## config.mk

```make
export PLATFORM = sky130hd
export DESIGN_NAME = bitrev_reorder_ctrl_flat
export DESIGN_NICKNAME = d
export VERILOG_FILES = /design/src/rtl/bitrev_reorder_ctrl_if.sv /design/src/rtl/bitrev_reorder_ctrl.sv /design/src/flat_wrapper.sv
export SDC_FILE = /design/constraint.sdc
export NUM_CORES = 1
export LEC_CHECK = 0
export BUFFER_PORTS_ARGS = -buffer_cell sky130_fd_sc_hd__buf_2
export CORE_UTILIZATION = 61
export CTS_CLUSTER_SIZE = 10
export DETAILED_ROUTE_END_ITERATION = 12
export PLACE_DENSITY = 0.79
export SYNTH_ARGS = -nofsm -noshare
export SYNTH_HDL_FRONTEND = slang
export SYNTH_SLANG_ARGS = --single-unit
```

## constraint.sdc

```tcl
create_clock -name clk -period 3.75 [get_ports clk]
set_input_delay 0.375 -clock clk [delete_from_list [all_inputs] [get_ports clk]]
set_output_delay 0.375 -clock clk [all_outputs]
set_load 0.05 [all_outputs]
```

## src/rtl/bitrev_reorder_ctrl_if.sv

```systemverilog
// Stream bundle for the bit-reverse reorder buffer: FFT-side input stream and
// consumer-side output stream with per-sample bin index and end-of-frame flag.
interface bitrev_reorder_ctrl_if #(
  parameter int N = 3,
  parameter int W = 16
);
  logic         in_valid;
  logic [W-1:0] in_data;
  logic         in_ready;
  logic         out_valid;
  logic [W-1:0] out_data;
  logic [N-1:0] out_idx;
  logic         out_last;
  logic         out_ready;

  // Environment view: produces FFT samples and consumes reordered bins.
  modport master (
    output in_valid, in_data, out_ready,
    input  in_ready, out_valid, out_data, out_idx, out_last
  );

  // Reorder block view.
  modport slave (
    input  in_valid, in_data, out_ready,
    output in_ready, out_valid, out_data, out_idx, out_last
  );
endinterface

```

## src/rtl/bitrev_reorder_ctrl.sv

```systemverilog
// Ping-pong reorder buffer: frames arrive in bit-reversed order, are stored in
// arrival order and read back at bit-reversed addresses to give natural-order bins.
module bitrev_reorder_ctrl #(
  parameter int N = 3,
  parameter int W = 16
) (
  input  logic                 clk,
  input  logic                 rst_n,
  bitrev_reorder_ctrl_if.slave bus
);
  localparam int DEPTH = 1 << N;
  localparam logic [N-1:0] CNT_MAX = '1;

  logic [W-1:0] mem [2][DEPTH];

  logic         wr_bank;
  logic [N-1:0] wr_cnt;
  logic         rd_bank;
  logic [N-1:0] rd_cnt;
  logic [1:0]   bank_full;
  logic [1:0]   bank_full_d;

  logic         out_valid_q;
  logic [W-1:0] out_data_q;
  logic [N-1:0] out_idx_q;
  logic         out_last_q;

  logic         in_ready;
  logic         wr_fire;
  logic         wr_last;
  logic         rd_load;
  logic         rd_last;

  function automatic logic [N-1:0] rev(input logic [N-1:0] a);
    logic [N-1:0] r;
    for (int i = 0; i < N; i++) r[i] = a[N-1-i];
    return r;
  endfunction

  // Write side may only use a bank the read side has released.
  assign in_ready = !bank_full[wr_bank];
  assign wr_fire  = bus.in_valid && in_ready;
  assign wr_last  = wr_fire && (wr_cnt == CNT_MAX);

  // Output register reloads when empty or when its current word is taken.
  assign rd_load  = bank_full[rd_bank] && (!out_valid_q || bus.out_ready);
  assign rd_last  = rd_load && (rd_cnt == CNT_MAX);

  // A set (write side) and a clear (read side) always target different banks:
  // the write bank is not full, the read bank is.
  always_comb begin
    // NOTE: default first so every path assigns bank_full_d and no latch is inferred.
    bank_full_d = bank_full;
    if (wr_last) bank_full_d[wr_bank] = 1'b1;
    if (rd_last) bank_full_d[rd_bank] = 1'b0;
  end

  // NOTE: sample storage is deliberately not reset; control state alone decides
  // which words are meaningful, so the array maps onto plain RAM.
  always_ff @(posedge clk) begin
    if (wr_fire) mem[wr_bank][wr_cnt] <= bus.in_data;
  end

  always_ff @(posedge clk) begin
    // NOTE: non-blocking assignments keep every register update order-independent.
    if (!rst_n) begin
      wr_bank     <= 1'b0;
      wr_cnt      <= '0;
      rd_bank     <= 1'b0;
      rd_cnt      <= '0;
      bank_full   <= '0;
      out_valid_q <= 1'b0;
      out_data_q  <= '0;
      out_idx_q   <= '0;
      out_last_q  <= 1'b0;
    end else begin
      bank_full <= bank_full_d;

      if (wr_fire) begin
        wr_cnt <= wr_cnt + N'(1);
        if (wr_last) wr_bank <= ~wr_bank;
      end

      if (rd_load) begin
        out_data_q  <= mem[rd_bank][rev(rd_cnt)];
        out_idx_q   <= rd_cnt;
        out_last_q  <= (rd_cnt == CNT_MAX);
        out_valid_q <= 1'b1;
        rd_cnt      <= rd_cnt + N'(1);
        if (rd_last) rd_bank <= ~rd_bank;
      end else if (out_valid_q && bus.out_ready) begin
        out_valid_q <= 1'b0;
      end
    end
  end

  assign bus.in_ready  = in_ready;
  assign bus.out_valid = out_valid_q;
  assign bus.out_data  = out_data_q;
  assign bus.out_idx   = out_idx_q;
  assign bus.out_last  = out_last_q;
endmodule

```

## src/flat_wrapper.sv

```systemverilog
// flat-port wrapper written by rule: the top's interface ports become plain ports
module bitrev_reorder_ctrl_flat 
#(
  parameter int N = 3,
  parameter int W = 16
)
  (clk, rst_n, bus_in_valid, bus_in_data, bus_out_ready, bus_in_ready, bus_out_valid, bus_out_data, bus_out_idx, bus_out_last);
  bitrev_reorder_ctrl_if #(.N(N), .W(W)) bus_i ();
  input  logic clk;
  input  logic rst_n;
  input wire logic [$bits(bus_i.in_valid)-1:0] bus_in_valid;
  input wire logic [$bits(bus_i.in_data)-1:0] bus_in_data;
  input wire logic [$bits(bus_i.out_ready)-1:0] bus_out_ready;
  output wire logic [$bits(bus_i.in_ready)-1:0] bus_in_ready;
  output wire logic [$bits(bus_i.out_valid)-1:0] bus_out_valid;
  output wire logic [$bits(bus_i.out_data)-1:0] bus_out_data;
  output wire logic [$bits(bus_i.out_idx)-1:0] bus_out_idx;
  output wire logic [$bits(bus_i.out_last)-1:0] bus_out_last;
  assign bus_i.in_valid = bus_in_valid;
  assign bus_i.in_data = bus_in_data;
  assign bus_i.out_ready = bus_out_ready;
  assign bus_in_ready = bus_i.in_ready;
  assign bus_out_valid = bus_i.out_valid;
  assign bus_out_data = bus_i.out_data;
  assign bus_out_idx = bus_i.out_idx;
  assign bus_out_last = bus_i.out_last;
  bitrev_reorder_ctrl #(.N(N), .W(W)) u_core (.clk(clk), .rst_n(rst_n), .bus(bus_i));
endmodule
```

Yosys cells after proc, flatten, opt, wreduce, memory -nomap -nowiden
Memory sizes are Yosys's and may differ from the RTL's. A register that Yosys moved wholly into a read port is not among the register bits.
Cells that the tools add are included.
- register bits after elaboration: 31
- bits in latches: 0
- memory bits (writable): 256
- bits in read-only memories: 0
- bits of input ports: 20
- output and inout port bits: 22
- logic and storage cells: 63
- memories: 1
- add/subtract/negate cells: 2
- multipliers: 0
- divide/modulo/power cells: 0
- magnitude comparators: 7
- eq/ne operators: 2
- shifts and indexed selects: 0
- mux-type cells: 21
- bitwise operators: 7
- reduce and logical (&&, ||, !) cells: 14
- memory list (name ; words ; bits a word ; read ports ; clocked after memory_dff ; wr ports ; RTL line ; RTL):
    u_core.mem ; 2 ; 128 ; 1 ; 1 ; 1 ; bitrev_reorder_ctrl.sv:14 ; logic [W-1:0] mem [2][DEPTH];
- operators with widths (kind ; count):
    two-way mux 128 bit ; 1
    binary-select mux 16 bit (select 3 bit) ; 1
    demux 16 bit (select 3 bit) ; 1
    two-way mux 16 bit ; 3
    two-way mux 1 bit ; 11
    greater-or-equal comparator 4 bit (second input constant) ; 2
    logical AND 1 bit ; 8
    NOT 3 -> 4 bit ; 2
    adder 3 x 1 -> 3 bit (second input constant) ; 2
    == test 3 bit (second input constant) ; 2
    < comparator 1 x 2 -> 1 bit (second input constant) ; 2
    < comparator 4 x 1 -> 1 bit (second input constant) ; 1
    two-way mux 2 bit ; 2
    AND reduction 2 bit ; 2
    bitwise AND 2 bit ; 1
    demux 1 bit (select 1 bit) ; 2
    greater-or-equal comparator 1 bit (second input constant) ; 2
    logical NOT 1 bit ; 2
    NOT 1 bit ; 2
    NOT 2 bit ; 1
    OR 2 bit ; 1
    nonzero test 2 bit ; 1
    logical OR 1 bit ; 1

Longest topological paths before layout
- word-level depth: 8
- gate-level depth with buffers: 6
- mapped depth without buffers: 5

Worst setup path after synthesis
Ideal clock, no wire load.
- path kind: register to register
- start: reg u_core.wr_bank
- end: mem u_core.mem[0][100] (netlist bit), enable pin
- library setup time: 0.430 ns
- arrival time: 2.866 ns
- data required time: 3.320 ns
- setup slack: 0.453 ns
- stages on the path, launching flop included: 5
- path buffers: 0
- period minus slack after synthesis: 3.297 ns
- cells stage by stage: dfxtp_1 -> mux2_2 -> inv_1 -> nand3_1 -> nor4_1
- word-level cells in the longest chain between the ends: 6
- RTL lines (item ; RTL line ; RTL):
    from (decl) ; bitrev_reorder_ctrl.sv:16 ; logic wr_bank;
    from (signal assigned) ; bitrev_reorder_ctrl.sv:81 ; if (wr_last) wr_bank <= ~wr_bank;
    two-way mux 1 bit (implied by the code) (2 in a row) ; bitrev_reorder_ctrl.sv:41 ; assign in_ready = !bank_full[wr_bank];
    logical NOT 1 bit ; bitrev_reorder_ctrl.sv:41 ;
    via bus_in_ready ; flat_wrapper.sv:14 ; output wire logic [$bits(bus_i.in_ready)-1:0] bus_in_ready;
    logical AND 1 bit ; bitrev_reorder_ctrl.sv:42 ; assign wr_fire = bus.in_valid && in_ready;
    two-way mux 1 bit ; bitrev_reorder_ctrl.sv:61 ; if (wr_fire) mem[wr_bank][wr_cnt] <= bus.in_data;
    two-way mux 128 bit (implied by the code) ; bitrev_reorder_ctrl.sv:61 ;
    to (decl) ; bitrev_reorder_ctrl.sv:14 ;
The timed path passes the listed nets, and every way through them passes these cells. The select of a mux whose other input is x is not followed.

Worst setup path in the final report
- start: reg u_core.wr_bank
- end: mem u_core.mem[0][103] (netlist bit), enable pin
- word-level cells in the longest chain between the ends: 6
- RTL lines (item ; RTL line):
    two-way mux 1 bit (implied by the code) (2 in a row) ; bitrev_reorder_ctrl.sv:41
    logical NOT 1 bit ; bitrev_reorder_ctrl.sv:41
    logical AND 1 bit ; bitrev_reorder_ctrl.sv:42
    two-way mux 1 bit ; bitrev_reorder_ctrl.sv:61
    two-way mux 128 bit (implied by the code) ; bitrev_reorder_ctrl.sv:61
Parallel ways exist; a longest one is shown, timed or not. The select of a mux whose other input is x is not followed.

==> results by group <==
Status
  • Outcome: finished, final reports clean

Logic synthesis
  • Syn. warnings: 0
  • Synth async-reset ratio: 0%
  • Number of synthesized flops with an enable pin: 256
  • Post-synthesis sequential area ratio: 75.8%
  • Synth Instances: 533
  • Largest area contributor in the netlist: edfxtp_1
  • Most used DFF post-synth: edfxtp_1
  • Commonest cells in the netlist: edfxtp_1, mux4_2, mux2i_1, dfxtp_1
  • Yosys top cell area share: 70.0%
  • Syn nets: 557
  • Netlist cell types: 30
  • Yosys reg bits: 288
  • Syn_area_per_cell: 20.6 um^2
  • Cell with the most instances after synthesis: edfxtp_1
  • Area contributors post-synth: edfxtp_1, mux4_2, dfxtp_1, mux2i_1, o221ai_1
  • Mapped Area: 11000 um^2

Layout
  • Area growth, synth to finish: 14.3%
  • Final #Nets: 619
  • N_diodes: 0
  • Share of cells above drive strength 1: 29.5%
  • Filler cells: 1009

Setup path
  • Worst R2R End: u_core.mem[0][103]$_DFFE_PP_
  • Critical Path RT: 3.93 ns
  • Stages on the worst setup path: 5
  • CP top delay family: simple AND/OR/NAND/NOR gates
  • Reg2reg start: u_core.wr_bank$_SDFFE_PN0P_
  • Type of origin of the critical path: register
  • Worst setup EP type: register
  • Crit. Startpoint: u_core.wr_bank$_SDFFE_PN0P_
  • Slowest cell delay on critical path: 0.60 ns
  • Slowest CP cell: dfxtp_1
  • Kind of critical path: register to register
  • WP buf/inv: 2
  • R2R depth: 5
  • CP cell instances: mux2_2 > inv_1 > nand3_1 > nor4_2 > buf_4
  • Critical path fanouts, max: 12
  • FF-to-FF setup slack: 1.08 ns
  • Crit path to: u_core.mem[0][103]$_DFFE_PP_
  • WP data arrival: 2.85 ns

Clocking
  • TritonCTS Buffers: 34
  • Clock Pin Slew Worst Setup and Hold Paths: 0.05 ns
  • CTS tree: yes
  • Sink Count: 288
  • Worst skew pair latency: 0.51 ns
  • Clock Tree Buf Depth: 3
  • H-tree Lvls: 2
  • Root Buffer: clkbuf_16
  • Post-CTS Hold Buffers: 0
  • CTS resizes: 0
  • Setup Fix Bufs, Post-CTS: 0

Power and ir drop
  • Power share of the clock group: 44.2%
  • Pwr per Cell Area: 523 nW/um^2
  • Combinational power share: 2.0%
  • Final Total Pwr: 6.57 mW
  • NetSw: 1.27 mW
  • Leakage: 3.90 nW
  • Internal power: 5.30 mW
  • Maximum VDD drop: 0.363 mV
  • Sequential power share: 53.8%
  • Sw frac: 19.3%

STA
  • Fmax: 374 MHz
  • Final setup vio count: 0
  • RSZ-0062 raised after global routing: no
  • Clock Skew: 0.0254 ns
  • Final worst-path cycle share: 71.2%
  • Least-Margin Pin Slew: 0.931 ns
  • Final min period: 2.67 ns
  • Final Max Slew Viols: 0
  • Worst Slack Setup Final: 1.08 ns
  • Hold WS: 0.227 ns
  • Hold Fails Final Rpt: 0
  • Setup TNS Final: 0 ns
  • Slew margin rel.: 37.9%

Global routing
  • Initial antenna violation count: 0
  • Grt total ovfl: 0
  • Total GRT Usage: 26.5%
  • Number of global-route vias before repair: 5690
  • First-pass GRT wire length: 34.6 mm
  • Maximum number of pins on one net before global-route repair: 35

Floorplanning
  • Die Footprint: 18500 um^2
  • I/O Pins: 42
  • Core area: 17400 um^2
  • Die width: 136 um
  • Initial cell density of the core: 63.1%
  • Die height: 136 um
  • # rows: 48

Route
  • Via density: 6.63
  • Drt pass-1 iters: 5
  • Post-route ant nets: 0
  • Via count: 5606
  • DRC Markers: 0
  • Iteration-0 DRC Markers: 604
  • WL final: 22.9 mm
  • WL per Instance: 27.1 um

Place
  • GP Congestion: 0.931
  • Worst slack, placed: 1.17 ns
  • Placed wire-length estimate: 13.9 mm
  • PortBufs: 41

Job
  • Max_cap viols: 0

Worst hold path
  • Worst hold path class: primary input to register
==> cell usage in the layout (no fill, tap or decap), types with 2 or more instances in the layout <==
cell type	count
o211ai_1	16
nor2_2	3
dfxtp_2	2
dfxtp_1	29
a21oi_1	12
o221ai_1	16
buf_2	41
or3_1	2
nand2_1	2
mux4_2	64
nand3_1	9
clkbuf_1	25
ha_1	4
clkbuf_16	35
buf_4	17
buf_12	2
o21ai_0	10
inv_1	8
edfxtp_1	256
o21a_1	2
nand2b_1	2
mux2_2	2
mux2i_1	32
nand4_1	3
nor4_2	3
or4_1	2
nor3_2	10
a211oi_1	2
==> power groups by stage <==
stage          logic [mW]  registers (mW)  clock network (mW)
3_3_place_gp        0.123            3.59                   0
5_1_grt             0.141            3.53                3.07
2_1_floorplan      0.0523            3.59                   0
3_5_place_dp        0.132            3.60                   0
4_1_cts             0.133            3.53                2.94
6_report            0.132            3.53                2.91
==> sequential cells by signal (all words and copies together), names as in the netlist, named ones only <==
| register | flops |
|---|---|
| u_core.rd_bank | 1 |
| u_core.rd_cnt | 3 |
| u_core.bank_full | 2 |
| u_core.mem | 256 |
| u_core.bus.out_last | 1 |
| u_core.wr_bank | 1 |
| u_core.bus.out_idx | 3 |
| u_core.wr_cnt | 3 |
| u_core.bus.out_valid | 1 |
| u_core.bus.out_data | 16 |
==> how the worst min path moves through the flow <==
stage | startpoint | slack (ns) | to | cells past startpoint
final | bus_in_valid | 0.23 | u_core.wr_cnt[2]$_SDFFE_PN0N_ | 3
after global routing | bus_in_valid | 0.25 | u_core.wr_cnt[1]$_SDFFE_PN0N_ | 3
after CTS | bus_in_valid | 0.20 | u_core.wr_cnt[2]$_SDFFE_PN0N_ | 3
after detailed placement | u_core.bus.out_idx[0]$_SDFFE_PN0P_ | 0.47 | u_core.bus.out_idx[0]$_SDFFE_PN0P_ | 2
after global placement | u_core.bus.out_last$_SDFFE_PN0P_ | 0.46 | u_core.bus.out_last$_SDFFE_PN0P_ | 2
after floorplan | bus_in_data[0] | 0.47 | u_core.mem[0][0]$_DFFE_PP_ | 0
==> per-stage QoR <==
step / std cells / area, um^2 / utilization [%]
3_5_place_dp: 784 / 11600 / 66.5
6_report: 845 / 12600 / 72.1
5_1_grt: 845 / 12600 / 72.1
4_1_cts: 845 / 12600 / 72.1
2_1_floorplan: 533 / 11000 / -
3_3_place_gp: 784 / 11600 / 66.5
==> final cells by class <==
cell class / instances / area [um^2] / share of cell area, %
multi-input cells: 203 / 2560 / 20.4
inverters: 8 / 30.0 / 0.239
clock inverters: 1 / 8.76 / 0.0698
clock buffers: 60 / 970 / 7.72
flip-flops and latches: 288 / 8330 / 66.4
well taps: 225 / 282 / 2.24
repair buffers: 60 / 373 / 2.97
==> kinds of logic after synthesis <==
logic type	count (synthesis)	synth area share (%)
DFF	288	75.8
muxes	99	16.3
AOI/OAI and AO/OA	61	3.85
buffers and inverters	42	1.64
and+or+nand+nor	39	1.90
adders and majority gates	4	0.456
==> metal layers <==
metal	GRT usage, %	wire length, um	vias to the layer above
li1	-	-	2366
met1	36.5	9050	2895
met2	42.8	11600	302
met3	5.67	1680	43
met4	8.52	540	0
met5	0	0	-
==> tightest hold or removal path, stage by stage <==
cell and delay, ns:
buf_2 0.15, nand3_1 0.09, a21oi_1 0.05
Power figures use the tool's default switching activity.
